===== config.mk =====
export PLATFORM = sky130hd
export DESIGN_NAME = vga_tabuleiro_ctrl
export DESIGN_NICKNAME = d
export VERILOG_FILES = /design/src/rtl/vga_tabuleiro_pkg.sv /design/src/rtl/vga_celula_decod.sv /design/src/rtl/vga_tabuleiro_ctrl.sv
export SDC_FILE = /design/constraint.sdc
export NUM_CORES = 1
export LEC_CHECK = 0
export BUFFER_PORTS_ARGS = -buffer_cell sky130_fd_sc_hd__buf_4
export CORE_ASPECT_RATIO = 0.8
export CORE_MARGIN = 4
export CORE_UTILIZATION = 40
export DETAILED_ROUTE_END_ITERATION = 16
export HOLD_SLACK_MARGIN = 0.05
export SETUP_SLACK_MARGIN = 0.5
export SLEW_MARGIN = 20
export SYNTH_ARGS = -nofsm -noshare
export SYNTH_HDL_FRONTEND = slang
export SYNTH_HIERARCHICAL = 1
export SYNTH_SLANG_ARGS = --single-unit

===== constraint.sdc =====
create_clock -name clk -period 3 [get_ports clk]
set_input_delay 0.6 -clock clk [delete_from_list [all_inputs] [get_ports clk]]
set_output_delay 0.6 -clock clk [all_outputs]
set_load 0.03 [all_outputs]

===== src/rtl/vga_tabuleiro_pkg.sv =====
// Shared definitions for the battleship board display: cell codes, colours,
// loader FSM states and default board geometry.
package vga_tabuleiro_pkg;

    // Cell codes stored in the board RAM
    localparam logic [2:0] AGUA        = 3'd0;
    localparam logic [2:0] SUBMARINO   = 3'd1;
    localparam logic [2:0] CRUZADOR    = 3'd2;
    localparam logic [2:0] HIDROAVIAO  = 3'd3;
    localparam logic [2:0] ENCOURACADO = 3'd4;
    localparam logic [2:0] PORTAAVIOES = 3'd5;
    localparam logic [2:0] ACERTO      = 3'd6;
    localparam logic [2:0] ERRO        = 3'd7;

    // Colours as {r, g, b}
    localparam logic [2:0] COR_PRETO    = 3'b000;
    localparam logic [2:0] COR_AZUL     = 3'b001;
    localparam logic [2:0] COR_VERDE    = 3'b010;
    localparam logic [2:0] COR_CIANO    = 3'b011;
    localparam logic [2:0] COR_VERMELHO = 3'b100;
    localparam logic [2:0] COR_MAGENTA  = 3'b101;
    localparam logic [2:0] COR_AMARELO  = 3'b110;
    localparam logic [2:0] COR_BRANCO   = 3'b111;

    // Snapshot loader states
    typedef enum logic [1:0] {
        ESPERA = 2'd0,
        CARGA  = 2'd1,
        FIM    = 2'd2
    } estado_t;

    // Default board geometry
    localparam int unsigned X0_PAD        = 16;
    localparam int unsigned Y0_PAD        = 16;
    localparam int unsigned PASSO_X_PAD   = 62;
    localparam int unsigned PASSO_Y_PAD   = 57;
    localparam int unsigned LARGURA_PAD   = 54;
    localparam int unsigned ALTURA_PAD    = 49;
    localparam int unsigned V_ATIVO_PAD   = 480;
    localparam int unsigned BLINK_BIT_PAD = 4;

    function automatic logic [2:0] cor_celula(input logic [2:0] codigo);
        logic [2:0] cor;
        case (codigo)
            AGUA:        cor = COR_AZUL;
            SUBMARINO:   cor = COR_VERDE;
            CRUZADOR:    cor = COR_VERMELHO;
            HIDROAVIAO:  cor = COR_AMARELO;
            ENCOURACADO: cor = COR_MAGENTA;
            PORTAAVIOES: cor = COR_CIANO;
            ACERTO:      cor = COR_BRANCO;
            ERRO:        cor = COR_PRETO;
            default:     cor = COR_PRETO;
        endcase
        return cor;
    endfunction

endpackage


===== src/rtl/vga_celula_decod.sv =====
// Single-axis cell decoder: finds which of the 8 cells a pixel coordinate
// falls into (both cell borders exclusive) and flags the 2-pixel outline band.
module vga_celula_decod #(
    parameter int unsigned OFFSET  = 16,
    parameter int unsigned PASSO   = 62,
    parameter int unsigned TAMANHO = 54
) (
    input  logic [9:0] i_pos,
    output logic       o_valido,
    output logic [2:0] o_indice,
    output logic       o_borda
);

    logic [31:0] w_pos;
    assign w_pos = {22'd0, i_pos};

    // Comparator chain over the 8 cells; cells never overlap
    always_comb begin
        logic [31:0] w_lo;
        o_valido = 1'b0;
        o_indice = 3'd0;
        o_borda  = 1'b0;
        w_lo     = 32'd0;
        for (int k = 0; k < 8; k++) begin
            w_lo = OFFSET + PASSO * 32'(k);
            if ((w_pos > w_lo) && (w_pos < w_lo + TAMANHO)) begin
                o_valido = 1'b1;
                o_indice = 3'(k);
                o_borda  = (w_pos <= w_lo + 32'd2) || (w_pos >= w_lo + TAMANHO - 32'd2);
            end
        end
    end

endmodule


===== src/rtl/vga_tabuleiro_ctrl.sv =====
// Board display controller: snapshots the 8x8 board RAM into a shadow file
// during vertical blanking and renders cells plus a blinking cursor outline.
module vga_tabuleiro_ctrl
    import vga_tabuleiro_pkg::*;
#(
    parameter int unsigned X0        = X0_PAD,
    parameter int unsigned Y0        = Y0_PAD,
    parameter int unsigned PASSO_X   = PASSO_X_PAD,
    parameter int unsigned PASSO_Y   = PASSO_Y_PAD,
    parameter int unsigned LARGURA   = LARGURA_PAD,
    parameter int unsigned ALTURA    = ALTURA_PAD,
    parameter int unsigned V_ATIVO   = V_ATIVO_PAD,
    parameter int unsigned BLINK_BIT = BLINK_BIT_PAD
) (
    input  logic       clk,
    input  logic       rst_n,
    input  logic       areaAtiva,
    input  logic [9:0] linha,
    input  logic [9:0] coluna,
    output logic [5:0] mem_addr,
    output logic       mem_rd,
    input  logic [2:0] mem_dado,
    input  logic       carga_req,
    output logic       carga_ack,
    output logic       ocupado,
    input  logic       cursor_en,
    input  logic [2:0] cursor_x,
    input  logic [2:0] cursor_y,
    output logic       rgb_r,
    output logic       rgb_g,
    output logic       rgb_b
);

    // ---------------- Frame timing ----------------
    logic       w_vblank;
    logic       w_vblank_ini;
    logic       r_vblank;
    logic [4:0] r_cnt;

    assign w_vblank     = (linha >= 10'(V_ATIVO));
    assign w_vblank_ini = w_vblank & ~r_vblank;

    // Vblank edge detector and blink frame counter
    always_ff @(posedge clk or negedge rst_n) begin
        if (!rst_n) begin
            r_vblank <= 1'b0;
            r_cnt    <= 5'd0;
        end else begin
            r_vblank <= w_vblank;
            if (w_vblank_ini) begin
                r_cnt <= r_cnt + 5'd1;
            end
        end
    end

    // ---------------- Snapshot loader ----------------
    estado_t    r_estado;
    estado_t    w_estado_prox;
    logic [5:0] r_addr;
    logic [5:0] w_addr_prox;
    logic       r_ack;
    logic       w_ack_prox;
    logic       r_rd_ant;
    logic [5:0] r_addr_ant;
    logic [2:0] r_sombra [64];

    // Loader state, address counter and registered ack
    always_ff @(posedge clk or negedge rst_n) begin
        if (!rst_n) begin
            r_estado <= ESPERA;
            r_addr   <= 6'd0;
            r_ack    <= 1'b0;
        end else begin
            r_estado <= w_estado_prox;
            r_addr   <= w_addr_prox;
            r_ack    <= w_ack_prox;
        end
    end

    // Loader next state: sweep 64 addresses, then one FIM cycle for the last datum
    always_comb begin
        w_estado_prox = r_estado;
        w_addr_prox   = r_addr;
        w_ack_prox    = 1'b0;
        unique case (r_estado)
            ESPERA: begin
                if (carga_req && w_vblank) begin
                    w_estado_prox = CARGA;
                    w_addr_prox   = 6'd0;
                end
            end
            CARGA: begin
                w_addr_prox = r_addr + 6'd1;
                if (r_addr == 6'd63) begin
                    w_estado_prox = FIM;
                end
            end
            FIM: begin
                w_ack_prox    = 1'b1;
                w_estado_prox = ESPERA;
            end
            default: w_estado_prox = ESPERA;
        endcase
    end

    assign mem_rd    = (r_estado == CARGA);
    assign ocupado   = (r_estado != ESPERA);
    assign mem_addr  = r_addr;
    assign carga_ack = r_ack;

    // RAM data arrives one clock after the read, so write with the delayed address
    always_ff @(posedge clk or negedge rst_n) begin
        if (!rst_n) begin
            r_rd_ant   <= 1'b0;
            r_addr_ant <= 6'd0;
            for (int i = 0; i < 64; i++) begin
                r_sombra[i] <= AGUA;
            end
        end else begin
            r_rd_ant   <= mem_rd;
            r_addr_ant <= r_addr;
            if (r_rd_ant) begin
                r_sombra[r_addr_ant] <= mem_dado;
            end
        end
    end

    // ---------------- Pixel pipeline ----------------
    logic       w_valido_x;
    logic       w_valido_y;
    logic [2:0] w_idx_x;
    logic [2:0] w_idx_y;
    logic       w_borda_x;
    logic       w_borda_y;

    vga_celula_decod #(
        .OFFSET  (X0),
        .PASSO   (PASSO_X),
        .TAMANHO (LARGURA)
    ) u_decod_x (
        .i_pos    (coluna),
        .o_valido (w_valido_x),
        .o_indice (w_idx_x),
        .o_borda  (w_borda_x)
    );

    vga_celula_decod #(
        .OFFSET  (Y0),
        .PASSO   (PASSO_Y),
        .TAMANHO (ALTURA)
    ) u_decod_y (
        .i_pos    (linha),
        .o_valido (w_valido_y),
        .o_indice (w_idx_y),
        .o_borda  (w_borda_y)
    );

    logic       r_dentro;
    logic [2:0] r_cx;
    logic [2:0] r_cy;
    logic       r_borda;
    logic       r_area;
    logic [2:0] r_rgb;
    logic [2:0] w_rgb;

    // Stage 1: register the decoded cell; row slot 0 is the top row, cy = 7
    always_ff @(posedge clk or negedge rst_n) begin
        if (!rst_n) begin
            r_dentro <= 1'b0;
            r_cx     <= 3'd0;
            r_cy     <= 3'd0;
            r_borda  <= 1'b0;
            r_area   <= 1'b0;
        end else begin
            r_dentro <= w_valido_x & w_valido_y;
            r_cx     <= w_idx_x;
            r_cy     <= ~w_idx_y;
            r_borda  <= w_borda_x | w_borda_y;
            r_area   <= areaAtiva;
        end
    end

    // Stage 2 colour select: blank, then cursor outline, then cell colour
    always_comb begin
        w_rgb = COR_PRETO;
        if (r_area && r_dentro) begin
            if (cursor_en && (r_cx == cursor_x) && (r_cy == cursor_y) && r_borda &&
                r_cnt[BLINK_BIT]) begin
                w_rgb = COR_BRANCO;
            end else begin
                w_rgb = cor_celula(r_sombra[{r_cy, r_cx}]);
            end
        end
    end

    // Stage 2 register
    always_ff @(posedge clk or negedge rst_n) begin
        if (!rst_n) begin
            r_rgb <= COR_PRETO;
        end else begin
            r_rgb <= w_rgb;
        end
    end

    assign rgb_r = r_rgb[2];
    assign rgb_g = r_rgb[1];
    assign rgb_b = r_rgb[0];

endmodule


==> metrics list <==
* # setup viols final: 0
- The worst setup path is of the flip-flop to flip-flop kind.
- Number of nets in the finished design: 1075
- No sink is reached through more buffers than the 3 on the longest clock path.
* Mean area per synthesized cell: 11.8 um2
* Clk sink count: 226
* Final hold violation count: 0
- The library cells used most frequently in the layout, excluding fill and tap cells, are 222 x sky130_fd_sc_hd__dfrtp_1, 201 x sky130_fd_sc_hd__mux2_2, 64 x sky130_fd_sc_hd__nand2_1, 64 x sky130_fd_sc_hd__buf_4, 58 x sky130_fd_sc_hd__nor2_1.
- Leaving out fill and tap cells, the most frequent cell in the layout is sky130_fd_sc_hd__dfrtp_1.
- Global route total overflow: 0
* Post-synthesis share of cell area spent on xor and xnor gates: 0.881%
- Summing the areas of all compound-gate instances in the mapped netlist gives 7.58% of the synthesized area.
- Dividing the detail-routed wire length by the instance count gives 21.0 um.
* DR vias: 8327
* Drc violations: 0
- H-tree levels: 1
- Vias in the first global route: 8141
- Worst Tran Pin Value: 0.759 ns
- Outcome: finished clean
- Counting the buffers created by CTS gives 23.
- After technology mapping, the gate count stands at 1009.
* Max-slew violation total from the final report: 0
- Number of warning messages in the yosys log: 6
- After detailed routing, the number of vias per cell comes to 5.82.
* Critical path arrival: 2.94 ns
* Setup slack of the most critical reg-to-reg path: 0.46 ns
- The clock reaches the later pin of the worst-skew pair after 0.54 ns.
- After synthesis the cells add up to 0.0119 mm2.
* Starting density of the core: 40.6%
* Fill cell count: 2612
- Post-route setup TNS: 0 ns
- GR Util All Layers: 18.2%
- In the finished design, the share of the clock period the worst path needs comes to 84.8%.
- Startpoint of the worst register-to-register path: r_cx[0]
* Number of antenna violations at the first check in global routing: 0
- The number of nets handed over by synthesis was 1047.
- Post-synthesis mux area share: 27.3%
- Synthesized-area fraction occupied by adder cells: 0.419%
- Measured in cells, the most critical reg-to-reg path has a length of 11.
* Die Outline Area: 0.0327 mm2
- Post-DRT Antenna Nets: 0
- By area, the combinational part of the netlist is dominated by multiplexers.
- In this run the tightest slew margin relative to its limit is 48.9%.
- Die width: 201 um
- Power spread over the standard cell area amounts to 879 mW/mm2.
- The endpoint identified for the worst register-to-register timing path is r_rgb[1].
- Fraction of the yosys area taken by sequential cells: 47.4%
- Across the VDD grid, the largest voltage drop is 630 uV.
* Layout overhead on the synthesized area: 14.5%
* Setup WS post-layout: 0.456 ns
- Prior to clock tree synthesis, the placed netlist has a worst setup slack of 0.249 ns.
* Core Area: 0.0294 mm2
- Sequential cell area in the final layout: 0.00567 mm2
- For this run, the detailed router's first-pass iteration total came to 5.
- In the final layout, the multi-input gates occupy 0.00589 mm2.
- In this run the worst hold path is classified as input port to asynchronous set/reset pin.
* Post-synth top flop: sky130_fd_sc_hd__dfrtp_1
- 46 I/O pins were placed.
- After synthesis, the share of flip-flops with an asynchronous set or reset is 100%.
- The post-route netlist has 36.1% of its cells at a drive strength greater than 1.
- The die is 162 um tall.
- Pin count of the biggest net entering global routing: 83
* HPWL after DPL: 20000 um
* Final routed wirelength across all metal layers: 30000 um
- The number of antenna diodes in the final layout is 0.
- Power comes to 12000 uW.
- Counting both buffers and inverters, the worst setup path holds a total of 4.
- Broken down by cell family, the worst path's largest delay share belongs to multiplexers.
- Max stage delay cell, worst path: sky130_fd_sc_hd__dfrtp_4
- Master cell of the clock root buffer: sky130_fd_sc_hd__clkbuf_16
* Count of different cell masters after synthesis: 78
- Share of synthesized cell area in and, or, nand and nor gates: 12.8%
- Number of cell rows: 56
- Final weighted congestion of routability-driven global placement: 0.837
* Highest clock rate: 393 MHz
* Nature of the critical path startpoint: flip-flop
- DRC violation total after the first TritonRoute iteration: 595
- Cells along the critical path: buf_12 -> buf_12 -> buf_4 -> mux4_2 -> a21oi_1 -> nand4_1 -> o311a_1 -> inv_1 -> ha_1 -> mux2i_1 -> a21oi_1
* Worst clock skew: 0.0157 ns
* Global-route wire length before repair: 47900 um
- The clock period could shrink to 2.54 ns.
- Number of synthesized flops with an enable pin: 0
- Setup repair after global routing could not meet its margin everywhere.
- TritonCTS clock tree: built
- STA classifies the critical path endpoint as a flip-flop.
- Clk slew on worst S/H paths: 0.06 ns
* Leakage: 0.00567 uW
- Port buffering added 45 buffers.
- Total of max-cap violations: 0
- STA puts the critical path data required time at 3.40 ns.
* Maximum single-stage delay on the critical path: 0.50 ns
- After synthesis the netlist holds a flip-flop and latch count of 226.
- Along the worst path, the maximum fanout reaches 7.
## repair_timing
item,4_1_cts,5_1_grt
cloned,2,0
hold buffers,0,0
resized for setup,22,5
hold endpoints to repair,0,0
buffers inserted,13,0
setup endpoints to repair,3,6
pin swaps,13,0
## stage by stage
stage,hold slack (ns),util [%],area (um2),std cells
6_report,0.0391,46.5,13700,1431
3_5_place_dp,0.454,42.8,12600,1374
4_1_cts,0.0632,46.5,13600,1431
2_1_floorplan,0.304,-,11900,1009
3_3_place_gp,0.460,42.8,12600,1374
5_1_grt,0.0908,46.5,13700,1431
## kinds of logic (layout without fill, tap and decap cells)
kind of cell / Yosys count / count (layout)
simple gates: 288 / 288
mux: 260 / 260
flops: 226 / 226
compound gates: 131 / 131
buf+inv: 88 / 133
xor+xnor: 12 / 12
fa+ha+maj: 4 / 4
## where the power goes
group	internal, uW	switching (uW)	total, uW	leakage (uW)
clock	1910	1250	3160	0.000405
combinational	1950	1610	3550	0.00249
sequential	4370	927	5290	0.00278
total	8220	3790	12000	0.00567
## routing by layer
| metal | vias up | track usage [%] | wire length (um) |
|---|---|---|---|
| met5 | - | 0 | 0 |
| met4 | 0 | 2.97 | 408 |
| met3 | 36 | 3.38 | 2120 |
| met2 | 220 | 25.7 | 12500 |
| met1 | 4278 | 29.5 | 15000 |
| li1 | 3793 | - | - |
## cell usage after synthesis (5+ instances only)
cell	number	area (um2)
sky130_fd_sc_hd__a31oi_1	9	56.3
sky130_fd_sc_hd__mux4_2	22	495
sky130_fd_sc_hd__buf_2	31	155
sky130_fd_sc_hd__a22oi_1	8	60.1
sky130_fd_sc_hd__nor3_1	16	80.1
sky130_fd_sc_hd__a2111oi_0	5	43.8
sky130_fd_sc_hd__nand3_1	30	150
sky130_fd_sc_hd__nor2_1	60	225
sky130_fd_sc_hd__nor4_1	6	37.5
sky130_fd_sc_hd__nor2b_1	15	93.8
sky130_fd_sc_hd__nand2b_1	15	93.8
sky130_fd_sc_hd__nand2_1	64	240
sky130_fd_sc_hd__mux2i_1	29	290
sky130_fd_sc_hd__inv_1	14	52.6
sky130_fd_sc_hd__a21oi_1	25	125
sky130_fd_sc_hd__o21ai_0	19	95.1
sky130_fd_sc_hd__clkbuf_1	31	116
sky130_fd_sc_hd__and2_1	5	31.3
sky130_fd_sc_hd__nand3b_1	9	67.6
sky130_fd_sc_hd__mux4_1	8	210
sky130_fd_sc_hd__xnor2_1	7	61.3
sky130_fd_sc_hd__dfrtp_1	226	5660
sky130_fd_sc_hd__xor2_1	5	43.8
sky130_fd_sc_hd__or3_1	8	50.1
sky130_fd_sc_hd__and3_1	10	62.6
sky130_fd_sc_hd__a211oi_1	8	60.1
sky130_fd_sc_hd__mux2_2	201	2260
sky130_fd_sc_hd__o22ai_1	9	56.3
sky130_fd_sc_hd__nand4_1	17	106
## worst max path at each step
stage / from / end / slack, ns / depth (start not counted)
6_report: r_cx[0] / r_rgb[1] / 0.46 / 11
5_1_grt: r_cx[0] / r_rgb[0] / 0.34 / 12
4_1_cts: r_cx[0] / r_rgb[1] / 0.48 / 10
3_5_place_dp: r_cx[0] / r_rgb[1] / 0.25 / 9
3_3_place_gp: r_cx[0] / r_rgb[1] / 0.31 / 9
2_1_floorplan: r_cx[1] / r_rgb[1] / 0.69 / 11
## registers in the layout, summed over array words and instances, names as in the netlist
| register | flops |
|---|---|
| r_cx | 3 |
| r_area | 1 |
| r_borda | 1 |
| r_dentro | 1 |
| r_addr_ant | 6 |
| r_rd_ant | 1 |
| mem_addr | 6 |
| r_cy | 3 |
| r_cnt | 5 |
| r_sombra | 192 |
| r_vblank | 1 |
| r_rgb | 3 |
| carga_ack | 1 |
| r_estado | 2 |
## cell type report
cell class | count | share of cell area, %
multi-input combinational | 695 | 43.1
sequential | 226 | 41.5
timing repair buffer | 77 | 5.40
clock buffer | 27 | 4.47
tap | 377 | 3.45
clock inverter | 15 | 1.66
inverter | 14 | 0.385
(Power assumes the default switching activity.)
